<file path="src/rtl/fpu_ftoi.sv">
// Two-stage IEEE-754 single to signed int32 converter, round to nearest with ties away from zero.
// Stage 1 registers the decoded operand; stage 2 aligns, rounds, saturates and drives the writeback bundle.
module fpu_ftoi #(
    parameter logic [31:0] NAN_RESULT = 32'h7FFF_FFFF,
    parameter logic [31:0] POS_SAT    = 32'h7FFF_FFFF,
    parameter logic [31:0] NEG_SAT    = 32'h8000_0000
) (
    input  logic        clk,
    input  logic        rstn,
    input  logic        interlock,
    input  logic [31:0] srca,
    input  logic [4:0]  rt,
    input  logic        rt_flag,
    output logic [31:0] tdata,
    output logic [4:0]  rt_to_the_next,
    output logic        rt_flag_to_the_next
);

    logic [7:0]  in_exp;
    logic [22:0] in_frac;

    logic        s1_sign;
    logic [7:0]  s1_exp;
    logic [23:0] s1_mant;
    logic        s1_zero;
    logic        s1_nan;
    logic        s1_inf;
    logic        s1_big;
    logic [4:0]  s1_rt;
    logic        s1_flag;

    logic [7:0]  shamt;
    logic [31:0] scaled;
    logic [32:0] mag;
    logic [31:0] result;

    assign in_exp  = srca[30:23];
    assign in_frac = srca[22:0];

    always_ff @(posedge clk or negedge rstn) begin
        if (!rstn) begin
            s1_sign <= 1'b0;
            s1_exp  <= '0;
            s1_mant <= '0;
            s1_zero <= 1'b0;
            s1_nan  <= 1'b0;
            s1_inf  <= 1'b0;
            s1_big  <= 1'b0;
            s1_rt   <= '0;
            s1_flag <= 1'b0;
        end else if (!interlock) begin
            s1_sign <= srca[31];
            s1_exp  <= in_exp;
            s1_mant <= {in_exp != 8'd0, in_frac};
            s1_zero <= in_exp == 8'd0;
            s1_nan  <= (in_exp == 8'hFF) && (in_frac != 23'd0);
            s1_inf  <= (in_exp == 8'hFF) && (in_frac == 23'd0);
            s1_big  <= in_exp >= 8'd158;
            s1_rt   <= rt;
            s1_flag <= rt_flag;
        end
    end

    // scaled = m * 2^(e-149): the integer part plus one fraction bit, which is the rounding bit.
    always_comb begin
        shamt  = 8'd157 - s1_exp;
        scaled = {s1_mant, 8'h00} >> shamt;
        mag    = ({1'b0, scaled} + 33'd1) >> 1;
        if (s1_zero || (s1_exp < 8'd126)) begin
            mag = '0;
        end

        if (s1_nan) begin
            result = NAN_RESULT;
        end else if (s1_inf || s1_big) begin
            result = s1_sign ? NEG_SAT : POS_SAT;
        end else if (!s1_sign && (mag > 33'h0_7FFF_FFFF)) begin
            result = POS_SAT;
        end else if (s1_sign && (mag > 33'h0_8000_0000)) begin
            result = NEG_SAT;
        end else if (s1_sign) begin
            result = ~mag[31:0] + 32'd1;
        end else begin
            result = mag[31:0];
        end
    end

    always_ff @(posedge clk or negedge rstn) begin
        if (!rstn) begin
            tdata               <= '0;
            rt_to_the_next      <= '0;
            rt_flag_to_the_next <= 1'b0;
        end else if (!interlock) begin
            tdata               <= result;
            rt_to_the_next      <= s1_rt;
            rt_flag_to_the_next <= s1_flag;
        end
    end

endmodule

</file>
<file path="config.mk">
export PLATFORM = sky130hd
export DESIGN_NAME = fpu_ftoi
export DESIGN_NICKNAME = d
export VERILOG_FILES = /design/src/rtl/fpu_ftoi.sv
export SDC_FILE = /design/constraint.sdc
export NUM_CORES = 1
export LEC_CHECK = 0
export CORE_ASPECT_RATIO = 0.7
export CORE_MARGIN = 2
export CORE_UTILIZATION = 45
export CTS_CLUSTER_DIAMETER = 100
export DETAILED_ROUTE_END_ITERATION = 10
export PLACE_DENSITY_LB_ADDON = 0.15
export SYNTH_ARGS = -nofsm -noshare
export SYNTH_HDL_FRONTEND = slang
export SYNTH_SLANG_ARGS = --single-unit
</file>
<file path="constraint.sdc">
create_clock -name clk -period 8.85 [get_ports clk]
set_input_delay 2.655 -clock clk [delete_from_list [all_inputs] [get_ports clk]]
set_output_delay 2.655 -clock clk [all_outputs]
set_load 0.02 [all_outputs]
</file>
# Yosys cells after proc, flatten, opt, wreduce, memory -nomap -nowiden
# Index checks and enable logic that the tools add are counted.
word_totals:
  ff_bits: 81
  in_bits: 41
  output_inout_bits: 38
  elab_cells: 40
classes:
  add_sub_neg: 3
  magnitude_cmp: 4
  n_eq_ne: 1
  shift: 1
  mux: 7
  bitwise: 1
  n_reduce_logical: 11
op_table:
  columns: ["operator", "count"]
  rows:
  - ["two-way mux 32 bit", 7]
  - ["adder 32 x 1 -> 33 bit (second input constant)", 1]
  - ["greater-than comparator 33 x 31 -> 1 bit (second input constant)", 1]
  - ["greater-than comparator 33 x 32 -> 1 bit (second input constant)", 1]
  - ["adder 32 x 1 -> 32 bit (second input constant)", 1]
  - ["NOT 32 bit", 1]
  - [">> shifter 32 x 8 -> 32 bit", 1]
  - ["zero test 23 bit", 1]
  - ["nonzero test 23 bit", 1]
  - ["== test 8 bit (second input constant)", 1]
  - ["greater-or-equal comparator 8 bit (second input constant)", 1]
  - ["zero test 8 bit", 1]
  - ["less-than comparator 8 x 7 -> 1 bit (second input constant)", 1]
  - ["nonzero test 8 bit", 1]
  - ["subtractor 8 bit (first input constant)", 1]
  - ["logical AND 1 bit", 4]
  - ["logical OR 1 bit", 2]
  - ["zero test 1 bit", 1]

# Depth between registers and ports, before layout
logic_depth:
  depth_word: 11
  ltp_mapped: 19
  mapped_depth_nobuf: 15

# Worst setup path before layout
# No wires, ideal clock.
synth_timing:
  path_type: "flip-flop to flip-flop"
  from: "register s1_exp[1]"
  to: "register tdata[27]"
  setup_ns: 0.126
  arrival_ns: 4.712
  t_required_ns: 8.724
  setup_slack_ns: 4.012
  stages_incl_launch_ff: 18
  path_buffers: 3
  period_less_slack_ns: 4.838
  path_cell_list: "dfrtp_1 > ha_1 > buf_4 > buf_2 > mux4_2 > mux2i_1 > mux2i_1 > a22o_1 > ha_1 > buf_1 > a311oi_1 > a21oi_1 > o221a_1 > a2111o_1 > nor4_4 > nand3_4 > o2111a_1 > o32a_1"
synth_via:
  elab_chain_len: 11
  word_cells_on_any_way: 17
  classes_between: "add/sub: 3; order compare: 3; shift: 1; mux: 6; bitwise: 1; reduce/logical: 3"
synth_lines:
  columns: ["element", "line_no", "source"]
  rows:
  - ["start: declaration", "23", "logic [7:0] s1_exp;"]
  - ["start signal: assignment", "53", "s1_exp <= in_exp;"]
  - ["subtractor 8 bit", "66", "shamt = 8'd157 - s1_exp;"]
  - [">> shifter 32 x 8 -> 32 bit", "67", "scaled = {s1_mant, 8'h00} >> shamt;"]
  - ["adder 32 x 1 -> 33 bit", "68", "mag = ({1'b0, scaled} + 33'd1) >> 1;"]
  - ["two-way mux 32 bit (*)", "69", "if (s1_zero || (s1_exp < 8'd126)) begin"]
  - ["NOT 32 bit", "82", "result = ~mag[31:0] + 32'd1;"]
  - ["adder 32 x 1 -> 32 bit", "82", null]
  - ["two-way mux 32 bit", "81", "end else if (s1_sign) begin"]
  - ["two-way mux 32 bit", "79", "end else if (s1_sign && (mag > 33'h0_8000_0000)) begin"]
  - ["two-way mux 32 bit (*)", "77", "end else if (!s1_sign && (mag > 33'h0_7FFF_FFFF)) begin"]
  - ["two-way mux 32 bit (*)", "75", "end else if (s1_inf || s1_big) begin"]
  - ["two-way mux 32 bit (*)", "73", "if (s1_nan) begin"]
  - ["end signal: assignment", "94", "tdata <= result;"]
  - ["end: declaration", "14", "output logic [31:0] tdata,"]
# Every way passes the cells marked *; elsewhere a longest branch is shown, timed or not.
# A chain may end at the register's enable or synchronous reset.

# Worst setup path in the final report
layout_timing:
  from: "register s1_exp[1]"
  to: "register tdata[29]"
# The elaborated chain is that of the path after synthesis.

==> impl_table.tex <==
\begin{tabular}{lr}
\hline
Metric & Value \\
\hline
\multicolumn{2}{l}{\textbf{Setup path}} \\
\quad Type of element capturing the critical path & flop \\
\quad Data arrival at the endpoint of the critical path & 6.88 ns \\
\quad Number of buffer and inverter instances along the worst setup path & 2 \\
\quad Chain of cells forming the critical path & buf\_4 > ha\_2 > buf\_4 > mux2i\_1 > mux4\_2 > nor3\_1 > a221oi\_1 > or4\_4 > nor4\_2 > mux2i\_1 > or4\_1 > nor4\_1 > mux2i\_1 > a32oi\_1 \\
\quad Category of the most critical setup path & reg2reg \\
\quad Required @ worst endpoint & 9.12 ns \\
\quad Number of cells traversed by the worst register-to-register path & 14 \\
\quad Peak fanout along the critical path & between 60 and 70 \\
\quad Largest incremental delay on the critical path & 0.70 ns \\
\quad Kind of cell adding the most delay to the critical path & simple AND/OR/NAND/NOR gates \\
\quad Slowest-stage cell, CP & or4\_4 \\
\quad Worst R2R End & tdata[29]\$\_DFFE\_PN0N\_ \\
\quad Launching element type of the critical path & flop \\
\quad Most used cell, CP & mux2i\_1 \\
\quad Setup slack, reg-to-reg & 2.24 ns \\
\quad Startpoint of the worst register-to-register path & s1\_exp[1]\$\_DFFE\_PN0N\_ \\
\multicolumn{2}{l}{\textbf{Global route}} \\
\quad Vias in the first global route & 6,764 \\
\quad Largest net degree at the start of global routing & 75 \\
\quad Initial antenna violation count & 0 \\
\quad Overall track demand over capacity in global routing & 29.2\% \\
\quad Gr ovfl total & 0 \\
\quad Global-route wire length before repair & 39,500 um \\
\multicolumn{2}{l}{\textbf{Clock network}} \\
\quad Number of resized instances in the post-cts repair step & 0 \\
\quad TritonCTS Buffers & 9 \\
\quad Register clock-pin slew on the reported worst setup and hold paths & 0.07 ns \\
\quad CTS H-tree lvls & 3 \\
\quad Post-CTS Setup Inserts & 0 \\
\quad Clock Tree Buf Depth & 2 \\
\quad CTS tree & built \\
\quad Hold-fix buffer count after cts & 0 \\
\quad Clock root buffer master & clkbuf\_16 \\
\quad Clock latency reported for the late side of the worst-skew pair & around 0.36 ns \\
\quad CTS Sinks & between 80 and 90 \\
\multicolumn{2}{l}{\textbf{Power and ir drop}} \\
\quad Switching fraction of total power & 41.2\% \\
\quad Power density of the placed cells & slightly below 200 nW/um\^{}2 \\
\quad Internal Dissipation & 0.000984 W \\
\quad Sw power & a little under 0.0007 W \\
\quad Max VDD drop & around 0.000094 V \\
\quad Post-route total power & 0.00167 W \\
\quad Leakage power & 3.28 nW \\
\quad Share of total power in combinational logic & 46.8\% \\
\quad Sequential share of power & between 20\% and 30\% \\
\quad Share of power burned in the clock network & 24.5\% \\
\multicolumn{2}{l}{\textbf{STA}} \\
\quad Pins over their slew limit & 0 \\
\quad Setup Viol. Count Final & 0 \\
\quad Worst-case setup margin in the final layout & 2.24 ns \\
\quad Worst hold margin & roughly 0.48 ns \\
\quad Setup repair after global routing missed its margin & false \\
\quad Worst slew margin & 35.1\% \\
\quad Accumulated negative setup slack & 0 ns \\
\quad Max Clk Rate & 0.151 GHz \\
\quad Fraction of the cycle the final worst path needs & 74.7\% \\
\quad Shortest period the worst path allows & 6.61 ns \\
\quad Clock skew & about 0.015 ns \\
\quad Number of hold-slack violations in the final timing report & 0 \\
\quad Least-Margin Pin Slew & 0.974 ns \\
\multicolumn{2}{l}{\textbf{Placed design}} \\
\quad Number of port buffers & 78 \\
\quad Total half-perimeter wirelength after legalization and detailed placement & 18,900 um \\
\quad Pre-CTS worst setup slack & 2.45 ns \\
\quad Weighted congestion reported at the end of routability-driven placement & 0.970 \\
\multicolumn{2}{l}{\textbf{Worst hold path}} \\
\quad Hold path cells & 1 \\
\quad Hold\_sp & tdata[7]\$\_DFFE\_PN0N\_ \\
\quad HP Class & reg2reg \\
\quad Hold Path Sink & tdata[7]\$\_DFFE\_PN0N\_ \\
\multicolumn{2}{l}{\textbf{Yosys}} \\
\quad Most instantiated flip-flop cell in the synthesis netlist & dfrtp\_1 \\
\quad Number of enable-type register cells in the synthesized netlist & 0 \\
\quad Ys async rst share & 100\% \\
\quad Cell count after synthesis & roughly 830 \\
\quad Mapped cell area & 7510 um\^{}2 \\
\quad Average cell area after synthesis & 9.09 um\^{}2 \\
\quad Share of synthesized area occupied by flip-flops and latches & 27.0\% \\
\quad Flops \& latches, synth & 81 \\
\quad Net count of the mapped netlist & 871 \\
\quad Ys Warns & 0 \\
\quad Synth cell types & 94 \\
\multicolumn{2}{l}{\textbf{Floorplan}} \\
\quad Row count & 39 \\
\quad Total Die Area & 17,700 um\^{}2 \\
\quad I/O pin count & 79 \\
\quad Chip height & 112 um \\
\quad Die boundary width & 158 um \\
\quad Standard cell core area & 16,300 um\^{}2 \\
\quad Initial Util & 46.1\% \\
\multicolumn{2}{l}{\textbf{Cells and area}} \\
\quad Proportion of layout cells with a drive suffix above 1 & 18.3\% \\
\quad Area Overhead vs Synth & 15.1\% \\
\quad Antenna fix cells & 0 \\
\quad Filler cell count in the final layout & 1,537 \\
\quad Total Nets Final & 911 \\
\multicolumn{2}{l}{\textbf{Route}} \\
\quad Total Wirelength & 25,000 um \\
\quad Total number of vias & 7,130 \\
\quad \# DRC & 0 \\
\quad Pre-antenna DRT Iters & 5 \\
\quad Post-route ant nets & 0 \\
\quad DR iter-0 viols & 697 \\
\quad Routed via count divided by cell count & 6.51 \\
\quad Average wire per cell in the routed design & between 20 and 25 um \\
\multicolumn{2}{l}{\textbf{Run status}} \\
\quad Status & complete, no violations \\
\multicolumn{2}{l}{\textbf{Run}} \\
\quad MaxCap Viol Count & 0 \\
\hline
\end{tabular}
-- power by group through the flow --
stage	Clock, W	Sequential, W	Combinational [W]
finish	0.000411	0.000479	0.000783
global route	0.000438	0.000487	0.000840
CTS	0.000417	0.000478	0.000772
detailed placement	0	0.000484	0.000768
global placement	0	0.000482	0.000764
floorplan	0	0.000509	0.000496
-- cell usage after synthesis, drive strengths merged, types with 13 or more instances --
| cell type | instances | area, um^2 |
|---|---|---|
| dfrtp | 81 | 2030 |
| nor2 | 65 | 244 |
| mux4 | 18 | 405 |
| buf | 31 | 214 |
| o21a | 14 | 105 |
| o22ai | 16 | 100 |
| xor2 | 13 | 129 |
| nand3 | 25 | 155 |
| mux2 | 66 | 743 |
| clkbuf | 31 | 116 |
| xnor2 | 21 | 191 |
| inv | 14 | 52.6 |
| nor3 | 33 | 175 |
| a21oi | 30 | 150 |
| nand2 | 60 | 228 |
| o21ai | 43 | 219 |
| mux2i | 41 | 410 |
| nor4 | 26 | 190 |
-- layer usage --
layer  global-route usage, %  vias to the layer above  part of all wire, %
met2                    38.4                      307                   40
met1                    45.9                     3558                   49
li1                        -                     3244                    -
met4                    6.49                        0                  1.3
met5                       0                        -                    0
met3                    9.11                       21                   10
-- final cells by class --
class	count	area [um^2]	area share, %
well taps	225	282	3.26
flip-flops and latches	81	2030	23.5
clock buffers	10	239	2.76
multi-input cells	668	5100	59.0
clock inverters	6	72.6	0.839
inverters	15	56.3	0.651
repair buffers	91	871	10.1
-- worst register-to-register path, delay by kind of cell, from the launching register on --
family | cells | cell delay [ns]
mux | 4 | 1.20
flops | 1 | 0.34
simple gates | 5 | 2.77
buf+inv | 2 | 1.01
compound gates | 2 | 0.50
fa+ha+maj | 1 | 0.69
-- worst max-delay path by stage --
| stage | startpoint | end | slack (ns) | cells past startpoint |
|---|---|---|---|---|
| finish | s1_exp[1]$_DFFE_PN0N_ | tdata[29]$_DFFE_PN0N_ | 2.24 | 14 |
| global route | s1_exp[1]$_DFFE_PN0N_ | tdata[27]$_DFFE_PN0N_ | 1.99 | 16 |
| global placement | s1_exp[1]$_DFFE_PN0N_ | tdata[27]$_DFFE_PN0N_ | 2.62 | 16 |
| detailed placement | s1_exp[1]$_DFFE_PN0N_ | tdata[27]$_DFFE_PN0N_ | 2.45 | 16 |
| CTS | s1_exp[1]$_DFFE_PN0N_ | tdata[27]$_DFFE_PN0N_ | 2.40 | 16 |
| floorplan | s1_exp[1]$_DFFE_PN0N_ | tdata[27]$_DFFE_PN0N_ | 4.01 | 17 |
-- cell families (layout without fill, tap and decap cells) --
family	Yosys count	after routing	synth area share (%)
xor+xnor	34	34	4.27
fa+ha+maj	4	4	0.667
mux	125	125	20.8
compound gates	217	217	21.7
buf+inv	77	122	5.15
simple gates	288	288	20.5
flops	81	81	27.0
-- through the flow --
stage                     cells  utilization, %  area [um^2]
after floorplan             826               -         7510
after global placement     1080            51.1         8330
after detailed placement   1080            51.1         8330
after CTS                  1096            53.0         8640
after global routing       1096            53.0         8640
final                      1096            53.0         8640
-- flip-flops by register name, indices dropped and copies added, names as in the netlist --
name                 flops
rt_flag_to_the_next      1
rt_to_the_next           5
s1_big                   1
s1_exp                   8
s1_flag                  1
s1_inf                   1
s1_mant                 24
s1_nan                   1
s1_rt                    5
s1_sign                  1
s1_zero                  1
tdata                   32
-- cells in the final DEF (no fill, tap or decap), drive strengths merged, types with 5 or more instances in the layout --
master	count
a31oi	10
nor3	33
dfrtp	81
o21ai	43
o211ai	7
and3	9
nand3	25
xnor2	21
nor3b	5
o31ai	7
clkdlybuf4s50	76
a21o	7
mux2i	41
a21oi	30
nand4	10
o32ai	7
clkbuf	10
xor2	13
o22ai	16
mux4	18
nand2b	10
a32oi	7
o21a	14
nor2b	7
a2bb2oi	8
o211a	5
nor2	65
buf	15
nor4	26
inv	17
nand2	60
mux2	66
and2	7
or2	8
a211oi	6
or3	9
or4	5
Note: power is estimated with default switching activity, not from simulation.
==> patch 1, RTL diff (same settings) <==
Make the reset (`rstn`) synchronous in 2 clocked blocks.
--- a/src/rtl/fpu_ftoi.sv
+++ b/src/rtl/fpu_ftoi.sv
@@ -37,7 +37,7 @@
     assign in_exp  = srca[30:23];
     assign in_frac = srca[22:0];
 
-    always_ff @(posedge clk or negedge rstn) begin
+    always_ff @(posedge clk) begin
         if (!rstn) begin
             s1_sign <= 1'b0;
             s1_exp  <= '0;
@@ -85,7 +85,7 @@
         end
     end
 
-    always_ff @(posedge clk or negedge rstn) begin
+    always_ff @(posedge clk) begin
         if (!rstn) begin
             tdata               <= '0;
             rt_to_the_next      <= '0;
Behaviour: differs if rstn is asserted again (counterexample within 4 cycles, from zero or initial values and one cycle with rstn low); with rstn held inactive, the same outputs for 4 cycles.
==> patch 1 against the unedited design <==
Non-clock buffer count grew 2; design area down 1.4%; sequential cell count did not move; worst setup slack got worse by 0.051 ns; area after synthesis is 1.2% lower; utilization shrank 0.41 points; routed wire length is 7.0% lower; largest cell class unchanged; maximum frequency shrank 0.77%; die area decreased by 1.2%.
Power is not compared: it rests on default switching activity, and its combinational part moved more than twofold at a synthesized area within 25%.
==> patch 1: results (changes against the unedited design) <==
status=complete, no violations; synth unique cells=90 (-4.3%); top cells by area, synth=dfxtp_1 22%, mux2i_1 11%, mux4_2 6.1%, nor2b_1 4.1%, nor2_1 3.0%; YS warnings=0 (unchanged); largest family of logic cells by synthesized area=simple AND/OR/NAND/NOR gates; met1 Usage GRT=43.1% (-2.9 points); Post-synth ARST share=0% (-100 points); Synth Instances=895 (+8.4%); XOR/XNOR share of the synthesized area=5.06% (+0.80 points); # diodes=0 (unchanged); multiplexer share of the synthesized area=19.7% (-1.0 points); Critical Path Max Stage Delay=0.70 ns (about the same); R2R Setup Slk=2.19 ns (-0.05 ns); pre-CTS WS=2.32 ns (-0.126 ns); routed len/inst=20.0 um (-12%); Final Net Count=976 (+7.1%); R2R Path Start=s1_exp[2]; Leakage=3.13 nW; overall routing resource usage=27.2% (-2.0 points); Post-Route WL=23,200 um (-7.0%); hold_sp=tdata[18]; Mapped Nets=940 (+7.9%); Int Power=0.738 mW; Worst EP arrival=6.93 ns (+0.05 ns); Post-Synth Adder-Cell Area=0.675% (+0.0083 points); Worst-Margin Slew=1.19 ns (+0.212 ns); cells on worst reg2reg path=17 (+3); GRT met3 Usage=7.40% (-1.7 points); hold path endpoint=tdata[18]; PortBufs=78 (unchanged); Pre-antenna DRT Iters=7 (+2); total power=1.10 mW; register area share after synthesis=21.9% (-5.1 points); post-CTS setup buffer count=0 (unchanged); number of global-route vias before repair=6,690 (-1.1%); top cells by count, synth=81 x dfxtp_1, 79 x mux2i_1, 60 x nor2_1; Placed Cells=1,145 (+6.0%); Largest regs=tdata x32, s1_mant x24, s1_exp x8; worst hold margin=0.478 ns (-0.00198 ns); RePlAce Congestion=0.975 (+0.54%); Slowest-stage cell, CP=dfxtp_1; initial DRC count=646 (-7.3%); placed cell areas=0.00822 mm^2 (-1.3%); CP Max Fanout=34 (-44%); top_reg_cell synth=dfxtp_1; Max clock buf depth=2 (unchanged); share of cells above drive strength 1=10.1% (-8.1 points); first-pass GRT wire length=37,400 um (-5.3%); R2R Path End=tdata[29]; pin count of the biggest net entering global routing=51 (-32%); skew final=0.00952 ns (-0.00566 ns); compound-gate portion of the synthesized area=20.2% (-1.5 points); met2 Usage GRT=35.9% (-2.5 points); Num CTS Buffers=9 (unchanged); Via density=6.27 (-3.6%); sequential power=0.410 mW; worst hold stages=2 (+1); worst skew pair latency=0.35 ns; detailed placement HPWL=17,700 um (-6.5%)
-- patch 1: changes by cell type in the layout (fill, tap and decap cells not counted), sizes merged, moves of 6 or more --
cell	change
dfxtp	+81
mux2	-51
o21a	-10
o22ai	-8
and2	+10
xor2	+6
a31oi	-6
nor2b	+42
mux2i	+38
o211ai	+7
dfrtp	-81
nand2	-6
-- patch 1: cells by family after synthesis --
kind of cell               after synthesis
adders and majority gates                4
muxes                                  116
DFF                                     81
buffers and inverters                   85
and+or+nand+nor                        356
xor gates and xnor gates                42
AOI/OAI and AO/OA                      211
-- patch 1: worst min-delay path: stages (launching register included) --
cell and delay, ns:
dfxtp_1 0.31, inv_1 0.05, a221oi_1 0.06
-- patch 1: worst max path at each step --
| stage | depth (start not counted) | slack [ns] | startpoint | end |
|---|---|---|---|---|
| after floorplan | 21 | 3.27 | s1_exp[1] | tdata[29] |
| after global placement | 17 | 2.50 | s1_exp[2] | tdata[29] |
| after detailed placement | 17 | 2.32 | s1_exp[2] | tdata[29] |
| after CTS | 17 | 2.29 | s1_exp[2] | tdata[29] |
| after global routing | 16 | 1.61 | s1_exp[2] | tdata[27] |
| final | 17 | 2.19 | s1_exp[2] | tdata[29] |
-- patch 1: layout make-up --
type	count	area (um^2)
well taps	225	282
repair buffers	93	883
fillers	1569	7670
clock inverters	7	77.6
flip-flops and latches	81	1620
multi-input cells	729	5370
inverters	17	63.8
clock buffers	9	225
-- patch 1: routing by layer --
metal | wire length [um] | up-vias
li1 | - | 3446
met1 | 11500 | 3494
met2 | 8990 | 317
met3 | 2420 | 26
met4 | 318 | 0
met5 | 0 | -
==> patch 2, RTL diff (same flow settings) <==
Without the edit above. `POS_SAT`: 32'h7FFF_FFFF -> 32'h3FFFFFFF.
--- a/src/rtl/fpu_ftoi.sv
+++ b/src/rtl/fpu_ftoi.sv
@@ -2,7 +2,7 @@
 // Stage 1 registers the decoded operand; stage 2 aligns, rounds, saturates and drives the writeback bundle.
 module fpu_ftoi #(
     parameter logic [31:0] NAN_RESULT = 32'h7FFF_FFFF,
-    parameter logic [31:0] POS_SAT    = 32'h7FFF_FFFF,
+    parameter logic [31:0] POS_SAT    = 32'h3FFFFFFF,
     parameter logic [31:0] NEG_SAT    = 32'h8000_0000
 ) (
     input  logic        clk,
Formal check against the unedited RTL: not equivalent (a bounded check fails within 4 cycles, from zero or initial values and one cycle with rstn low).
==> patch 2 against the unedited design <==
Worst hold slack got worse by 0.0052 ns; design area decreased by 0.45%; clock skew decreased by 0.0034 ns; global-route usage decreased by 0.56 points; sequential cell count unchanged; worst setup slack improved by 0.031 ns; area after synthesis decreased by 0.98%; routed wire length decreased by 1.3%; total power increased by 1.5%; largest power group unchanged.
==> patch 2: results (changes against the unedited design) <==
Worst EP arrival=6.82 ns (-0.06 ns); Max clock buf depth=2 (unchanged); final std cells w/o fill=1,103 (+0.64%); CTS clk-pin slew, worst paths=0.07 ns (about the same); Pre-antenna DRT Iters=6 (+1); Critical Path Max Stage Delay=0.98 ns (+0.28 ns); post-CTS setup buffer count=0 (unchanged); worst skew pair latency=0.37 ns; skew final=0.0118 ns (-0.00337 ns); R2R Setup Slk=2.27 ns (+0.03 ns); initial DRC count=836 (+20%); hold_sp=tdata[11]; Hold/Removal Path Class=reg2reg; R2R Path End=tdata[27]; Mapped Nets=875 (+0.46%); PortBufs=78 (unchanged); Leakage=3.28 nW (about the same); Largest regs=tdata x32, s1_mant x24, s1_exp x8; hold path endpoint=tdata[11]; Final Net Count=918 (+0.77%); worst hold stages=1 (unchanged); overall routing resource usage=28.6% (-0.56 points); vias=7,157 (+0.38%); register area share after synthesis=27.3% (+0.27 points); status=complete, no violations; synth unique cells=92 (-2.1%); R2R Path Start=s1_exp[1]; Peak VDD IR=124 uV (+31%); top cells by count, synth=81 x dfrtp_1, 72 x nand2_1, 58 x nor2_1; pin count of the biggest net entering global routing=82 (+9.3%); routed len/inst=22.4 um (-1.9%); # diodes=0 (unchanged); crit path from=s1_exp[1]; antenna violations before repair=0 (unchanged); Root Buffer Master=clkbuf_16; Num CTS Buffers=9 (unchanged); cts repair resizes=0 (unchanged); first-pass GRT wire length=38,600 um (-2.3%); cells on worst reg2reg path=15 (+1); Max-slew headroom=28.9% (-6.2 points); top_reg_cell synth=dfrtp_1; Slowest-stage cell, CP=ha_1; RePlAce Congestion=0.981 (+1.1%); share of cells above drive strength 1=15.0% (-3.2 points); Synth Instances=830 (+0.48%); CP Max Fanout=37 (-39%); # fillers=1,516 (-1.4%); YS warnings=0 (unchanged); H-tree depth=3 (unchanged); number of global-route vias before repair=6,771 (+0.10%); Post-synth ARST share=100% (unchanged); top cells by area, synth=dfrtp_1 27%, mux2_2 8.5%, mux4_2 7.3%, mux2i_1 3.8%, nand2_1 3.6%; CP Class=reg2reg; detailed placement HPWL=18,900 um (+0.17%)
-- patch 2: report_power, final --
part	leakage (nW)	internal, mW	switching, mW	total, mW
sequential	0.961	0.425	0.0548	0.480
clock	0.156	0.227	0.184	0.411
combinational	2.16	0.335	0.472	0.807
total	3.28	0.988	0.711	1.70
-- patch 2: kinds of logic (layout without fill, tap and decap cells) --
logic type / after synthesis / after routing / synth area share [%]
buffers and inverters: 69 / 117 / 4.43
muxes: 112 / 112 / 20.2
and+or+nand+nor: 308 / 308 / 21.8
AOI/OAI and AO/OA: 215 / 215 / 20.8
xor gates and xnor gates: 40 / 40 / 4.71
DFF: 81 / 81 / 27.3
adders and majority gates: 5 / 5 / 0.808
-- patch 2: per-layer routing --
metal	global-route usage (%)	wire length (um)
met1	44.6	12100
met2	38.5	9790
met3	7.98	2390
met4	7.09	375
met5	0	0
-- patch 2: worst max-delay path, delay by kind of cell, from the launching register on --
| family | cells | cell delay [ns] |
|---|---|---|
| compound gates | 6 | 1.93 |
| simple gates | 4 | 1.61 |
| fa+ha+maj | 1 | 0.98 |
| mux | 2 | 0.90 |
| buf+inv | 2 | 0.66 |
| flops | 1 | 0.36 |
-- patch 2: through the flow --
step           hold WS (ns)  cell area [um^2]  setup slack, ns  utilization [%]  power, mW
2_1_floorplan         0.454              7430             3.82                -       1.01
3_3_place_gp          0.462              8290             2.52             51.0       1.27
3_5_place_dp          0.468              8290             2.41             51.0       1.27
4_1_cts               0.483              8610             2.37             53.0       1.69
5_1_grt               0.507              8610             1.97             53.0       1.78
6_report              0.474              8610             2.27             53.0       1.70
-- patch 2: final cells by class --
type | count | area share, %
clock inverter | 7 | 1.08
multi-input combinational | 680 | 59.0
clock buffer | 9 | 2.62
timing repair buffer | 89 | 9.94
tap | 225 | 3.27
sequential | 81 | 23.6
inverter | 12 | 0.523
